File: config.mk
export PLATFORM = sky130hd
export DESIGN_NAME = bcd_display_feeder
export DESIGN_NICKNAME = d
export VERILOG_FILES = /design/src/rtl/bcd_display_feeder_pkg.sv /design/src/rtl/bcd_display_feeder_seg7_decoder.sv /design/src/rtl/bcd_display_feeder.sv
export SDC_FILE = /design/constraint.sdc
export NUM_CORES = 1
export LEC_CHECK = 0
export ABC_CLOCK_PERIOD_IN_PS = 3060
export CAP_MARGIN = 40
export CORE_MARGIN = 3
export CORE_UTILIZATION = 52
export DETAILED_ROUTE_END_ITERATION = 10
export GPL_TIMING_DRIVEN = 0
export PLACE_DENSITY = 0.73
export SETUP_SLACK_MARGIN = 0.1
export SYNTH_ARGS = -nofsm -noshare
export SYNTH_HDL_FRONTEND = slang
export SYNTH_SLANG_ARGS = --single-unit
File: constraint.sdc
create_clock -name clk -period 3.06 [get_ports clk]
set_input_delay 0.459 -clock clk [delete_from_list [all_inputs] [get_ports clk]]
set_output_delay 0.459 -clock clk [all_outputs]
set_load 0.02 [all_outputs]
File: src/rtl/bcd_display_feeder_pkg.sv
// Shared definitions for the seven-segment display feeder: FSM state encoding,
// active-low segment codes ({g,f,e,d,c,b,a}), decimal overflow limit, digit count
// and small helpers.
package bcd_display_feeder_pkg;

  typedef enum logic [1:0] {StIdle, StConv, StUpdate} state_t;

  localparam int unsigned NumDigits = 8;
  localparam logic [31:0] DecLimit  = 32'd100_000_000;

  localparam logic [6:0] Seg0     = 7'b1000000;
  localparam logic [6:0] Seg1     = 7'b1111001;
  localparam logic [6:0] Seg2     = 7'b0100100;
  localparam logic [6:0] Seg3     = 7'b0110000;
  localparam logic [6:0] Seg4     = 7'b0011001;
  localparam logic [6:0] Seg5     = 7'b0010010;
  localparam logic [6:0] Seg6     = 7'b0000010;
  localparam logic [6:0] Seg7     = 7'b1111000;
  localparam logic [6:0] Seg8     = 7'b0000000;
  localparam logic [6:0] Seg9     = 7'b0010000;
  localparam logic [6:0] SegA     = 7'b0001000;
  localparam logic [6:0] SegB     = 7'b0000011;
  localparam logic [6:0] SegC     = 7'b1000110;
  localparam logic [6:0] SegD     = 7'b0100001;
  localparam logic [6:0] SegE     = 7'b0000110;
  localparam logic [6:0] SegF     = 7'b0001110;
  localparam logic [6:0] SegDash  = 7'b0111111;
  localparam logic [6:0] SegBlank = 7'b1111111;

  // Active-low glyph for one hex/BCD nibble.
  function automatic logic [6:0] seg_lookup(input logic [3:0] nibble);
    logic [6:0] pat;
    unique case (nibble)
      4'h0: pat = Seg0;
      4'h1: pat = Seg1;
      4'h2: pat = Seg2;
      4'h3: pat = Seg3;
      4'h4: pat = Seg4;
      4'h5: pat = Seg5;
      4'h6: pat = Seg6;
      4'h7: pat = Seg7;
      4'h8: pat = Seg8;
      4'h9: pat = Seg9;
      4'hA: pat = SegA;
      4'hB: pat = SegB;
      4'hC: pat = SegC;
      4'hD: pat = SegD;
      4'hE: pat = SegE;
      4'hF: pat = SegF;
    endcase
    return pat;
  endfunction

  // Blank every digit above the most significant nonzero one; digit 0 is never blanked.
  function automatic logic [7:0] lzb_mask(input logic [31:0] digits);
    logic [7:0] mask;
    logic       seen;
    mask = '0;
    seen = 1'b0;
    for (int i = NumDigits - 1; i >= 1; i--) begin
      seen    = seen | (digits[4*i +: 4] != 4'd0);
      mask[i] = ~seen;
    end
    return mask;
  endfunction

endpackage

File: src/rtl/bcd_display_feeder_seg7_decoder.sv
// Combinational seven-segment decoder: nibble -> {g..a} plus decimal point.
// Dash overrides blank, blank overrides the glyph; active_low=0 inverts everything.
module seg7_decoder
  import bcd_display_feeder_pkg::*;
(
  input  logic [3:0] nibble,
  input  logic       blank,
  input  logic       dash,
  input  logic       active_low,
  output logic [6:0] seg,
  output logic       dp
);

  logic [6:0] pat;

  // Select glyph, then apply output polarity.
  always_comb begin
    pat = seg_lookup(nibble);
    if (blank) pat = SegBlank;
    if (dash)  pat = SegDash;
    seg = active_low ? pat : ~pat;
    dp  = active_low;
  end

endmodule

File: src/rtl/bcd_display_feeder.sv
// Display feeder: captures a binary value on load, converts it to 8 BCD digits with
// shift-add-3 (one bit per clock) or passes it through as hex nibbles, and decodes the
// digit picked by seg_sel combinationally.
// Optional build macro LEADING_ZERO_BLANK_EN blanks leading zero digits.
module bcd_display_feeder
  import bcd_display_feeder_pkg::*;
#(
  parameter int unsigned BIN_W          = 27,
  parameter bit          SEG_ACTIVE_LOW = 1'b1
) (
  input  logic             clk,
  input  logic             reset,
  input  logic             load,
  input  logic             hex_mode,
  input  logic [BIN_W-1:0] bin_in,
  input  logic [2:0]       seg_sel,
  output logic             busy,
  output logic             done,
  output logic             ovf,
  output logic [6:0]       seg_out,
  output logic             dp
);

  localparam int unsigned CntW = 6;

  state_t           state_q, state_d;
  logic [31:0]      bcd_q, bcd_d;
  logic [BIN_W-1:0] bin_q, bin_d;
  logic [CntW-1:0]  cnt_q, cnt_d;
  logic             ovf_pend_q, ovf_pend_d;
  logic [31:0]      disp_q, disp_d;
  logic             ovf_q, ovf_d;
  logic [7:0]       blank_q, blank_d;
  logic             done_q, done_d;
  logic [31:0]      bin_ext;
  logic [31:0]      bcd_adj;

  assign bin_ext = 32'(bin_in);

  // Add-3 correction on every BCD digit that is 5 or more.
  always_comb begin
    bcd_adj = bcd_q;
    for (int i = 0; i < NumDigits; i++) begin
      if (bcd_q[4*i +: 4] >= 4'd5) bcd_adj[4*i +: 4] = bcd_q[4*i +: 4] + 4'd3;
    end
  end

  // Next-state logic; the display register only changes in StUpdate.
  always_comb begin
    state_d    = state_q;
    bcd_d      = bcd_q;
    bin_d      = bin_q;
    cnt_d      = cnt_q;
    ovf_pend_d = ovf_pend_q;
    disp_d     = disp_q;
    ovf_d      = ovf_q;
    blank_d    = blank_q;
    done_d     = 1'b0;
    unique case (state_q)
      StIdle: begin
        if (load) begin
          ovf_pend_d = ~hex_mode & (bin_ext >= DecLimit);
          cnt_d      = '0;
          if (hex_mode) begin
            bcd_d   = bin_ext;
            state_d = StUpdate;
          end else begin
            bcd_d   = '0;
            bin_d   = bin_in;
            state_d = StConv;
          end
        end
      end
      StConv: begin
        // Top bit of the corrected BCD word falls off; only reachable on overflow.
        bcd_d = 32'({bcd_adj, bin_q[BIN_W-1]});
        bin_d = bin_q << 1;
        cnt_d = cnt_q + 1'b1;
        if (cnt_q == CntW'(BIN_W - 1)) state_d = StUpdate;
      end
      StUpdate: begin
        disp_d  = bcd_q;
        ovf_d   = ovf_pend_q;
`ifdef LEADING_ZERO_BLANK_EN
        blank_d = lzb_mask(bcd_q);
`else
        blank_d = '0;
`endif
        done_d  = 1'b1;
        state_d = StIdle;
      end
      default: state_d = StIdle;
    endcase
  end

  // State and datapath registers.
  always_ff @(posedge clk or posedge reset) begin
    if (reset) begin
      state_q    <= StIdle;
      bcd_q      <= '0;
      bin_q      <= '0;
      cnt_q      <= '0;
      ovf_pend_q <= 1'b0;
      disp_q     <= '0;
      ovf_q      <= 1'b0;
      blank_q    <= '0;
      done_q     <= 1'b0;
    end else begin
      state_q    <= state_d;
      bcd_q      <= bcd_d;
      bin_q      <= bin_d;
      cnt_q      <= cnt_d;
      ovf_pend_q <= ovf_pend_d;
      disp_q     <= disp_d;
      ovf_q      <= ovf_d;
      blank_q    <= blank_d;
      done_q     <= done_d;
    end
  end

  assign busy = (state_q != StIdle);
  assign done = done_q;
  assign ovf  = ovf_q;

  seg7_decoder u_dec (
    .nibble     (disp_q[{seg_sel, 2'b00} +: 4]),
    .blank      (blank_q[seg_sel]),
    .dash       (ovf_q),
    .active_low (SEG_ACTIVE_LOW),
    .seg        (seg_out),
    .dp         (dp)
  );

endmodule

==> results_dict.tcl, run 1 <==
set metrics [dict create \
    family_with_the_most_delay_on_the_worst_path "multiplexers" \
    grt_first_pass_wirelength_um 22000 \
    synth_top_family_by_area "compound AO/OA/AOI/OAI gates" \
    p_leak_nw 2.79 \
    synth.top_cells.by_area "sky130_fd_sc_hd__dfrtp_1, sky130_fd_sc_hd__mux2i_1, sky130_fd_sc_hd__o21ai_0" \
    post_route_cells_drive_above_1_share_pct 11.6 \
    timing.fmax_ghz 0.340 \
    timing.critical_path.slowest_cell_delay_ns 0.50 \
    worst-endpoint-required_ns 2.60 \
    worstHoldStart "bin_q[24]" \
    ctsLongestPathBuffers 2 \
    antenna_left 0 \
    globalRoute.totalOverflow 0 \
    worstPathArrival_ns 2.48 \
    antenna-diode-count 0 \
    syn_area_mm2 0.00557 \
    power.ir.vdd_worst_v 0.000460 \
    routed-via-count 4479 \
    path_max_fanout 4 \
    groute.layer.met1.usage_pct 31.5 \
    worst_setup_path_end_kind "output port" \
    setup-violations-final 0 \
    synth_compound_gate_area_share_pct 15.2 \
    unrepaired_setup_endpoints_after_global_routing "true" \
    initial_utilization_pct 53.7 \
    cts.reportedPaths.clkPinSlew_ns 0.11 \
    final_common_cell "sky130_fd_sc_hd__dfrtp_1" \
    cellPowerDensity_mw_per_mm2 1010 \
    critPathBufInv 2 \
    timing_max_transition_violations_final 0 \
    whs_ns 0.491 \
    grt_met2_usage_pct 40.9 \
    final_net_count 689 \
    postSynthRegisterBits 102 \
    cts_root_buf "sky130_fd_sc_hd__clkbuf_8" \
    synth_largest_type_area_fraction_pct 45.8 \
    post_synth_mux_area_share_pct 13.5 \
    synth-edff-count 0 \
    first_global_vias 4419 \
    mappedNetlistNets 631 \
    postSynth.topFlopCell "sky130_fd_sc_hd__dfrtp_1" \
    worstMarginPinSlew_ns 0.720 \
    clock_tree.htree_level_count 3 \
    grt_use_met3_pct 3.23 \
    critical_path.cell_chain "mux4_2 > mux2i_4 > buf_4 > ha_1 > a31oi_1 > o21ai_1 > dlygate4sd2_1" \
    arithmetic_cell_share_of_the_synthesized_area_counting_full_adders_half_adders_and_majority_gates_pct 5.17 \
    crit_slowest_cell "sky130_fd_sc_hd__mux4_2" \
    globalplace.congestion 0.865 \
    final.fill_count 917 \
    ys_warn_count 0 \
    synth.avg_cell_area_um2 9.70 \
    worst_clock_skew_ns 0.0102 \
    grt_start_max_net_pins 41 \
    die-height_um 110 \
    finalCriticalPeriod_ns 2.94 \
    tritoncts "done" \
    placement.io_buffers 39 \
    router_iterations_before_antenna_repair 5 \
    hp-class "flop to flop" \
    async_reset_ff_share_pct 100 \
    synthSimpleGateAreaFrac_pct 14.1 \
    row_count 37 \
    post-dp-hpwl_um 10400 \
    syn_inst 574 \
    xor_xnor_share_of_the_synthesized_area_pct 1.57 \
    io-pin-count 45 \
    cts_made_buffers 9 \
    r2r-start "state_q[1]" \
    clkLatencyLatePin_ns 0.38 \
    placeableCoreArea_mm2 0.0104 \
    area_growth_syn_to_layout_pct 15.3 \
    grt_antenna_before_repair 0 \
    cts_hold_repair.buffers 0 \
    design.die.area_mm2 0.0120 \
    drc_errors 0 \
    dieWidth_um 110 \
    report.final.hold_viol_count 0 \
    drt-initial-drc-count 277 \
    routed_wirelength_um 13600 \
    synth_seq_area_share_pct 45.8 \
    top_library_cells_by_usage_in_the_layout_fill_and_taps_aside "sky130_fd_sc_hd__dfrtp_1, sky130_fd_sc_hd__nand2_1, sky130_fd_sc_hd__o21ai_0, sky130_fd_sc_hd__mux2i_1" \
    drv.max_cap_violation_count 0 \
    cp-start-kind "flop" \
    status "finished clean" \
    setup.worst_path.class "flop to output port" \
    finish.cell_count_without_fillers 773 \
    max_slew_margin_vs_limit_pct 51.9 \
    grt_use_total_pct 23.9 \
    grt_most_used_layer "met2" \
    synth_top_cell_by_area "sky130_fd_sc_hd__dfrtp_1" \
    fin_crit_sh_pct 96.0 \
    critPathLaunch "disp_q[9]" \
    place_inst 751 \
    drt-vias-per-instance 5.79 \
    yosysUniqueCellTypes 52 \
    cts.sinks 102 \
    routed_wire_length_per_instance_um 17.6 \
]
[stage by stage]
| stage | utilization, % | power, W | worst slack [ns] | setup TNS (ns) | instance area [µm²] |
|---|---|---|---|---|---|
| 4_1_cts | 61.9 | 0.00644 | 0.0453 | 0 | 6420 |
| 3_5_place_dp | 59.5 | 0.00559 | -0.359 | -1.74 | 6170 |
| 2_1_floorplan | - | 0.00457 | 0.172 | 0 | 5570 |
| 6_report | 62.0 | 0.00648 | 0.121 | 0 | 6420 |
| 3_3_place_gp | 59.2 | 0.00543 | -0.304 | -1.47 | 6130 |
| 5_1_grt | 62.0 | 0.00698 | 0.0389 | 0 | 6420 |
[worst register-to-register path, stage by stage (launching register included)]
cell and delay [ns]:
sky130_fd_sc_hd__dfrtp_1 0.42, sky130_fd_sc_hd__nor2b_1 0.12, sky130_fd_sc_hd__clkbuf_1 0.28, sky130_fd_sc_hd__clkbuf_1 0.46
sky130_fd_sc_hd__buf_1 0.51, sky130_fd_sc_hd__nand2_1 0.13, sky130_fd_sc_hd__o21ai_1 0.10
[final timing paths]
| path | endpoint | slack [ns] | cells after the start |
|---|---|---|---|
| max in group asynchronous | cnt_q[1] | 1.90 | 3 |
| min reg2reg | bin_q[25] | 0.49 | 2 |
| max | seg_out[1] | 0.12 | 7 |
| max reg2reg | bin_q[24] | 0.96 | 6 |
| min in group asynchronous | done | 0.53 | 2 |
| min | bin_q[25] | 0.49 | 2 |
[layout make-up]
type                       count  area, µm²  area share (%)
multi-input combinational    412       2810            43.7
sequential                   102       2550            39.7
inverter                      24       93.8            1.46
tap                          136        170            2.65
clock inverter                 6       55.1           0.857
clock buffer                  10        138            2.14
timing repair buffer          47        447            6.95
buffer                        36        160            2.49
[Yosys cell counts, types with 7 or more instances]
library cell,n
sky130_fd_sc_hd__dfrtp_1,102
sky130_fd_sc_hd__nand2_1,75
sky130_fd_sc_hd__o21ai_0,61
sky130_fd_sc_hd__mux2i_1,38
sky130_fd_sc_hd__a21oi_1,33
sky130_fd_sc_hd__nor2_1,30
sky130_fd_sc_hd__inv_1,24
sky130_fd_sc_hd__ha_1,23
sky130_fd_sc_hd__clkbuf_1,22
sky130_fd_sc_hd__nand3_1,22
sky130_fd_sc_hd__mux2_2,17
sky130_fd_sc_hd__a31oi_1,15
sky130_fd_sc_hd__nor3_1,11
sky130_fd_sc_hd__nand2b_1,10
sky130_fd_sc_hd__o21ai_1,8
sky130_fd_sc_hd__xnor2_1,8
sky130_fd_sc_hd__buf_1,7
sky130_fd_sc_hd__nor3b_1,7
[power by group]
group | leakage [nW] | switching, W | internal [W]
logic | 1.41 | 0.00187 | 0.00135
registers | 1.29 | 0.000487 | 0.00192
clock network | 0.0925 | 0.000505 | 0.000332
[cells by family (layout without fill, tap and decap cells)]
logic type	after synthesis	in the layout
AOI/OAI and AO/OA	144	144
other	1	1
DFF	102	102
muxes	64	64
and+or+nand+nor	170	170
adders and majority gates	23	23
xor gates and xnor gates	10	10
buffers and inverters	60	123
[state kept, by name, indices dropped and copies added, names as in the netlist]
name / cells
bcd_q: 32
state_q: 2
ovf: 1
cnt_q: 6
ovf_pend_q: 1
done: 1
disp_q: 32
bin_q: 27
[timing repair]
action / 4_1_cts / 5_1_grt
buffers inserted: 3 / 3
endpoints found under the setup margin: 7 / 6
cloned: 0 / 0
pin swaps: 1 / 0
resized for setup: 23 / 16
[routing by layer]
layer,up-vias,part of all wire [%]
met4,0,1.8
met2,119,49
met5,-,0
met3,23,4.4
met1,2188,44
li1,2149,-
No activity file was read; power rests on OpenSTA's default activity.
==> run 2, diff against run 1 <==
Settings changed: CORE_ASPECT_RATIO set to 1.4.
==> run 2 against run 1 <==
Against the previous run:
- register-to-register slack better by 0.02 ns
- setup slack better by 0.075 ns
- clock-buffer cell count up 1
- die area up 0.15%
- clock power up 32%
- clock skew down 0.0061 ns
- sequential share of layout area down 0.43 points
- via count up 1.7%
- largest power group unchanged
==> results_dict.tcl, run 2 (synthesized netlist as in run 1, its figures left out) <==
set metrics [dict create \
    status "finished clean" \
    netSwitchingPower_w 0.00286 \
    cts.sinks 102 \
    internal_power_w 0.00392 \
    biggestRegsByFlops "bcd_q: 32 flops, disp_q: 32 flops, bin_q: 27 flops" \
    globalplace.congestion 0.853 \
    detailroute.wirelength.met3_um 554 \
    worst_clock_skew_ns 0.00414 \
    ctsLongestPathBuffers 2 \
    drt-vias-per-instance 5.91 \
    drc_errors 0 \
    critical_path.cell_chain "mux4_2 > mux2i_4 > buf_4 > ha_2 > and2_4 > a21oi_1 > o221ai_1 > buf_4" \
    final.fill_count 873 \
    setup-violations-final 0 \
    timing_max_transition_violations_final 0 \
    grt_use_total_pct 25.0 \
    drt-initial-drc-count 293 \
    io-pin-count 45 \
    clock_tree.htree_level_count 3 \
    antenna-diode-count 0 \
    max_used_layer "met4" \
    placement.io_buffers 39 \
    cp-start-kind "flop" \
    antenna_left 0 \
    cellPowerDensity_mw_per_mm2 1040 \
    p_leak_nw 2.83 \
    switching_share_pct 42.1 \
    comb_power_share_pct 47.9 \
    detailroute.wirelength.met2_um 7510 \
    postLayoutCoreUtil_pct 62.4 \
    clkLatencyLatePin_ns 0.35 \
    finalCriticalPeriod_ns 2.86 \
    fin_crit_sh_pct 93.6 \
    worstMarginPinSlew_ns 0.735 \
    worst_setup_path_end_kind "output port" \
    initial_utilization_pct 53.5 \
    met1_length_um 5540 \
    grt_antenna_before_repair 0 \
    hp-class "flop to flop" \
    timing.critical_path.slowest_cell_delay_ns 0.51 \
    dieWidth_um 93.5 \
    first_global_vias 4607 \
    routed-via-count 4553 \
    routed_wire_length_per_instance_um 18.3 \
    critPathBufInv 2 \
    row_count 44 \
    grt_first_pass_wirelength_um 23200 \
    cts.reportedPaths.clkPinSlew_ns 0.06 \
    crit_slowest_cell "sky130_fd_sc_hd__mux4_2" \
    critical_path.most_common_cell "sky130_fd_sc_hd__buf_4" \
    timing.fmax_ghz 0.349 \
    worst-endpoint-required_ns 2.60 \
    drv.max_cap_violation_count 0 \
    unrepaired_setup_endpoints_after_global_routing "true" \
    p_seq_share_pct 35.7 \
    router_iterations_before_antenna_repair 5 \
    cts_root_buf "sky130_fd_sc_hd__clkbuf_16" \
    post_route_cells_drive_above_1_share_pct 10.4 \
    clkPwrFrac_pct 16.4 \
    final_net_count 688 \
    design.die.area_mm2 0.0120 \
    top_library_cells_by_usage_in_the_layout_fill_and_taps_aside "sky130_fd_sc_hd__dfrtp_1, sky130_fd_sc_hd__nand2_1, sky130_fd_sc_hd__o21ai_0, sky130_fd_sc_hd__mux2i_1, sky130_fd_sc_hd__a21oi_1" \
    path_max_fanout 4 \
    placeableCoreArea_mm2 0.0104 \
    family_with_the_most_delay_on_the_worst_path "multiplexers" \
    tritoncts "done" \
    routed_wirelength_um 14100 \
    worstPathArrival_ns 2.40 \
    setup.worst_path.class "flop to output port" \
    cts_made_buffers 9 \
    globalRoute.totalOverflow 0 \
    final_common_cell "sky130_fd_sc_hd__dfrtp_1" \
    area_growth_syn_to_layout_pct 16.6 \
    grt_start_max_net_pins 39 \
    power.ir.vdd_worst_v 0.000518 \
    die-height_um 128 \
    max_slew_margin_vs_limit_pct 50.9 \
    report.final.hold_viol_count 0 \
    place_inst 753 \
    finish.cell_count_without_fillers 771 \
    post-dp-hpwl_um 10800 \
    cts_hold_repair.buffers 0 \
]
## run 2: cell types whose count changed in the layout (fill, tap and decap cells not counted), sizes merged
cell,delta
bufinv,+1
clkinv,-1
dlygate4sd2,+1
clkbuf,-1
inv,-2
clkinvlp,-2
## run 2: final timing paths
| check | cells after the start | slack (ns) | end | from |
|---|---|---|---|---|
| worst max register to register | 6 | 0.98 | bin_q[24] | state_q[1] |
| max in group asynchronous | 4 | 1.60 | bcd_q[5] | reset |
| min in group asynchronous | 2 | 0.58 | bcd_q[23] | reset |
| worst min-delay path | 2 | 0.48 | bin_q[26] | bin_q[25] |
| worst min register to register | 2 | 0.48 | bin_q[26] | bin_q[25] |
| worst max-delay path | 8 | 0.20 | seg_out[5] | disp_q[21] |
## run 2: area by class of cell
cell class / count / area (µm²) / share of cell area [%]
clock inverter: 2 / 35.0 / 0.539
timing repair buffer: 46 / 445 / 6.86
inverter: 24 / 93.8 / 1.44
buffer: 36 / 160 / 2.47
multi-input combinational: 412 / 2790 / 43.0
clock buffer: 11 / 243 / 3.74
sequential: 102 / 2550 / 39.3
tap: 138 / 173 / 2.66
## run 2: per-layer routing
metal,track usage [%],vias to the layer above
met2,45.0,124
met1,28.9,2254
met5,0,-
li1,-,2145
met3,3.80,30
met4,11.4,0
## run 2: power by group through the flow
stage | clock network [W] | logic [W] | registers [W]
finish | 0.00111 | 0.00325 | 0.00242
global route | 0.00118 | 0.00361 | 0.00249
global placement | 0 | 0.00303 | 0.00240
CTS | 0.00112 | 0.00324 | 0.00241
floorplan | 0 | 0.00232 | 0.00225
detailed placement | 0 | 0.00320 | 0.00244
## run 2: metrics by stage
stage                     setup TNS, ns  total power [W]  hold WS, ns  worst slack, ns  cell area, µm²
after CTS                             0          0.00678        0.481           0.0145            6510
after floorplan                       0          0.00457        0.442            0.172            5570
final                                 0          0.00678        0.482            0.197            6490
after global placement            -1.40          0.00543        0.454           -0.279            6140
after global routing                  0          0.00728        0.497           0.0647            6490
after detailed placement          -1.77          0.00564        0.466           -0.333            6180
## run 2: worst min-delay path: stages (launching register included)
cell,delay [ns]
sky130_fd_sc_hd__dfrtp_1,0.34
sky130_fd_sc_hd__nand2_1,0.05
sky130_fd_sc_hd__o21ai_0,0.06
## run 2: what timing repair did
action                                  CTS  global route
buffers inserted                          5             0
resized for setup                        21            13
endpoints found under the setup margin    7             6
==> run 3, diff against run 2 <==
Settings changed: RECOVER_POWER set to 25.
==> run 3 against run 2 <==
Against the previous run:
- non-clock buffer count unchanged
- power shrank 0.19%
- sequential power about the same
- worst hold slack improved by 0.00070 ns
- core utilization is 0.17 points lower
- combinational power hardly changed
- clock-buffer cell count stayed put
- critical path type unchanged
- fmax down 0.11%
- clock skew is essentially flat
- first-iteration DRC count grew 1.0%
- largest cell class unchanged
- critical endpoint unchanged
==> results_dict.tcl, run 3 (synthesized netlist as in run 1, its figures left out) <==
set metrics [dict create \
    status "finished clean" \
    ff2ff_setup_slack_ns 0.99 \
    globalplace.congestion 0.853 \
    worstMarginPinSlew_ns 1.43 \
    router_iterations_before_antenna_repair 5 \
    grt_first_pass_wirelength_um 23200 \
    setup_tns_final_ns 0 \
    clock_tree.htree_level_count 3 \
    final_net_count 688 \
    cts.sinks 102 \
    routed-via-count 4545 \
    row_count 44 \
    globalRoute.totalOverflow 0 \
    initial_utilization_pct 53.5 \
    power.ir.vdd_worst_v 0.000517 \
    cts_made_buffers 9 \
    ff2ff_path_depth 6 \
    timing_max_transition_violations_final 0 \
    area_growth_syn_to_layout_pct 16.3 \
    post-dp-hpwl_um 10800 \
    cts_root_buf "sky130_fd_sc_hd__clkbuf_16" \
    worst-endpoint-required_ns 2.60 \
    routed_wire_length_per_instance_um 18.2 \
    report.final.hold_viol_count 0 \
    hp-class "flop to flop" \
    grt_start_max_net_pins 39 \
    drv.max_cap_violation_count 0 \
    setup-violations-final 0 \
    final_common_cell "sky130_fd_sc_hd__dfrtp_1" \
    cellPowerDensity_mw_per_mm2 1040 \
    drt-vias-per-instance 5.89 \
    min_path_cells 2 \
    routed_wirelength_um 14100 \
    max_slew_margin_vs_limit_pct 3.98 \
    grt_use_total_pct 25.0 \
    cts_hold_repair.buffers 0 \
    worst_clock_skew_ns 0.00433 \
    first_global_vias 4607 \
    antenna_left 0 \
    fin_crit_sh_pct 93.7 \
    post_route_cells_drive_above_1_share_pct 10.4 \
    placeableCoreArea_mm2 0.0104 \
    placement.setup.worst_slack_ns -0.333 \
    rr_endpoint "bin_q[24]" \
    p_leak_nw 2.82 \
    ctsLongestPathBuffers 2 \
    top_library_cells_by_usage_in_the_layout_fill_and_taps_aside "sky130_fd_sc_hd__dfrtp_1, sky130_fd_sc_hd__nand2_1, sky130_fd_sc_hd__o21ai_0, sky130_fd_sc_hd__mux2i_1, sky130_fd_sc_hd__a21oi_1" \
    design.die.area_mm2 0.0120 \
    r2r-start "state_q[1]" \
    worstHoldStart "disp_q[8]" \
    io-pin-count 45 \
    setup.worst_path.class "flop to output port" \
    worst_setup_path_end_kind "output port" \
    drc_errors 0 \
    setup_ws_ns 0.194 \
    grt_antenna_before_repair 0 \
    dieWidth_um 93.5 \
    drt-initial-drc-count 296 \
    placement.io_buffers 39 \
    cp-start-kind "flop" \
    antenna-diode-count 0 \
    unrepaired_setup_endpoints_after_global_routing "true" \
    biggestRegsByFlops "bcd_q: 32 flops, disp_q: 32 flops, bin_q: 27 flops" \
    finalCriticalPeriod_ns 2.87 \
    path_max_fanout 4 \
    worstPathArrival_ns 2.41 \
    min_to "disp_q[8]" \
    clkLatencyLatePin_ns 0.34 \
    die-height_um 128 \
    cts.reportedPaths.clkPinSlew_ns 0.06 \
    tritoncts "done" \
    timing.fmax_ghz 0.349 \
]
run 3: changes by cell type in the layout (fill, tap and decap cells not counted), sizes merged:
| cell | before | now |
|---|---|---|
| dlygate4sd3 | 0 | 1 |
| clkdlybuf4s50 | 32 | 31 |
| buf | 25 | 24 |
| clkbuf | 34 | 35 |
run 3: layout make-up:
cell class / count / area (µm²)
clock inverters: 2 / 35.0
repair buffers: 46 / 430
plain buffers: 36 / 160
flip-flops and latches: 102 / 2550
fillers: 874 / 3930
well taps: 138 / 173
inverters: 24 / 91.3
multi-input cells: 412 / 2790
clock buffers: 11 / 243
run 3: where the power goes:
group / internal, W / switching (W)
sequential: 0.00193 / 0.000492
combinational: 0.00135 / 0.00189
clock: 0.000641 / 0.000462
total: 0.00392 / 0.00285
run 3: metrics by stage:
step	area (µm²)	utilization (%)	total power, W	hold WS (ns)	instances
after global placement	6140	59.0	0.00543	0.454	751
after CTS	6510	62.6	0.00678	0.481	771
after global routing	6480	62.3	0.00728	0.497	771
final	6480	62.3	0.00677	0.483	771
after detailed placement	6180	59.4	0.00564	0.466	753
after floorplan	5570	-	0.00457	0.442	574
run 3: how the worst max path moves through the flow:
| stage | end | cells after the start | startpoint |
|---|---|---|---|
| detailed placement | seg_out[5] | 8 | seg_sel[1] |
| global route | seg_out[3] | 8 | disp_q[29] |
| global placement | seg_out[5] | 9 | seg_sel[1] |
| finish | seg_out[5] | 8 | disp_q[29] |
| floorplan | seg_out[4] | 6 | seg_sel[1] |
| CTS | seg_out[3] | 8 | disp_q[1] |
run 3: critical path, stage by stage, from the launching register on:
cell and delay [ns]:
sky130_fd_sc_hd__dfrtp_1 0.40, sky130_fd_sc_hd__mux4_2 0.51, sky130_fd_sc_hd__mux2i_4 0.21, sky130_fd_sc_hd__buf_4 0.15
sky130_fd_sc_hd__ha_2 0.21, sky130_fd_sc_hd__and2_4 0.16, sky130_fd_sc_hd__a21oi_1 0.04, sky130_fd_sc_hd__o221ai_1 0.21
sky130_fd_sc_hd__buf_4 0.18
run 3: layer usage:
layer	track usage, %	share of wire (%)	wire length, µm	vias to the layer above
li1	-	-	-	2147
met1	28.9	39	5420	2235
met2	45.0	53	7520	133
met3	3.80	4.4	626	30
met4	11.4	3.6	501	0
met5	0	0	0	-
run 3: timing repair:
item	4_1_cts	5_1_grt
setup buffers	5	0
endpoints found under the setup margin	7	6
pin swaps	0	0
resized for setup	21	13
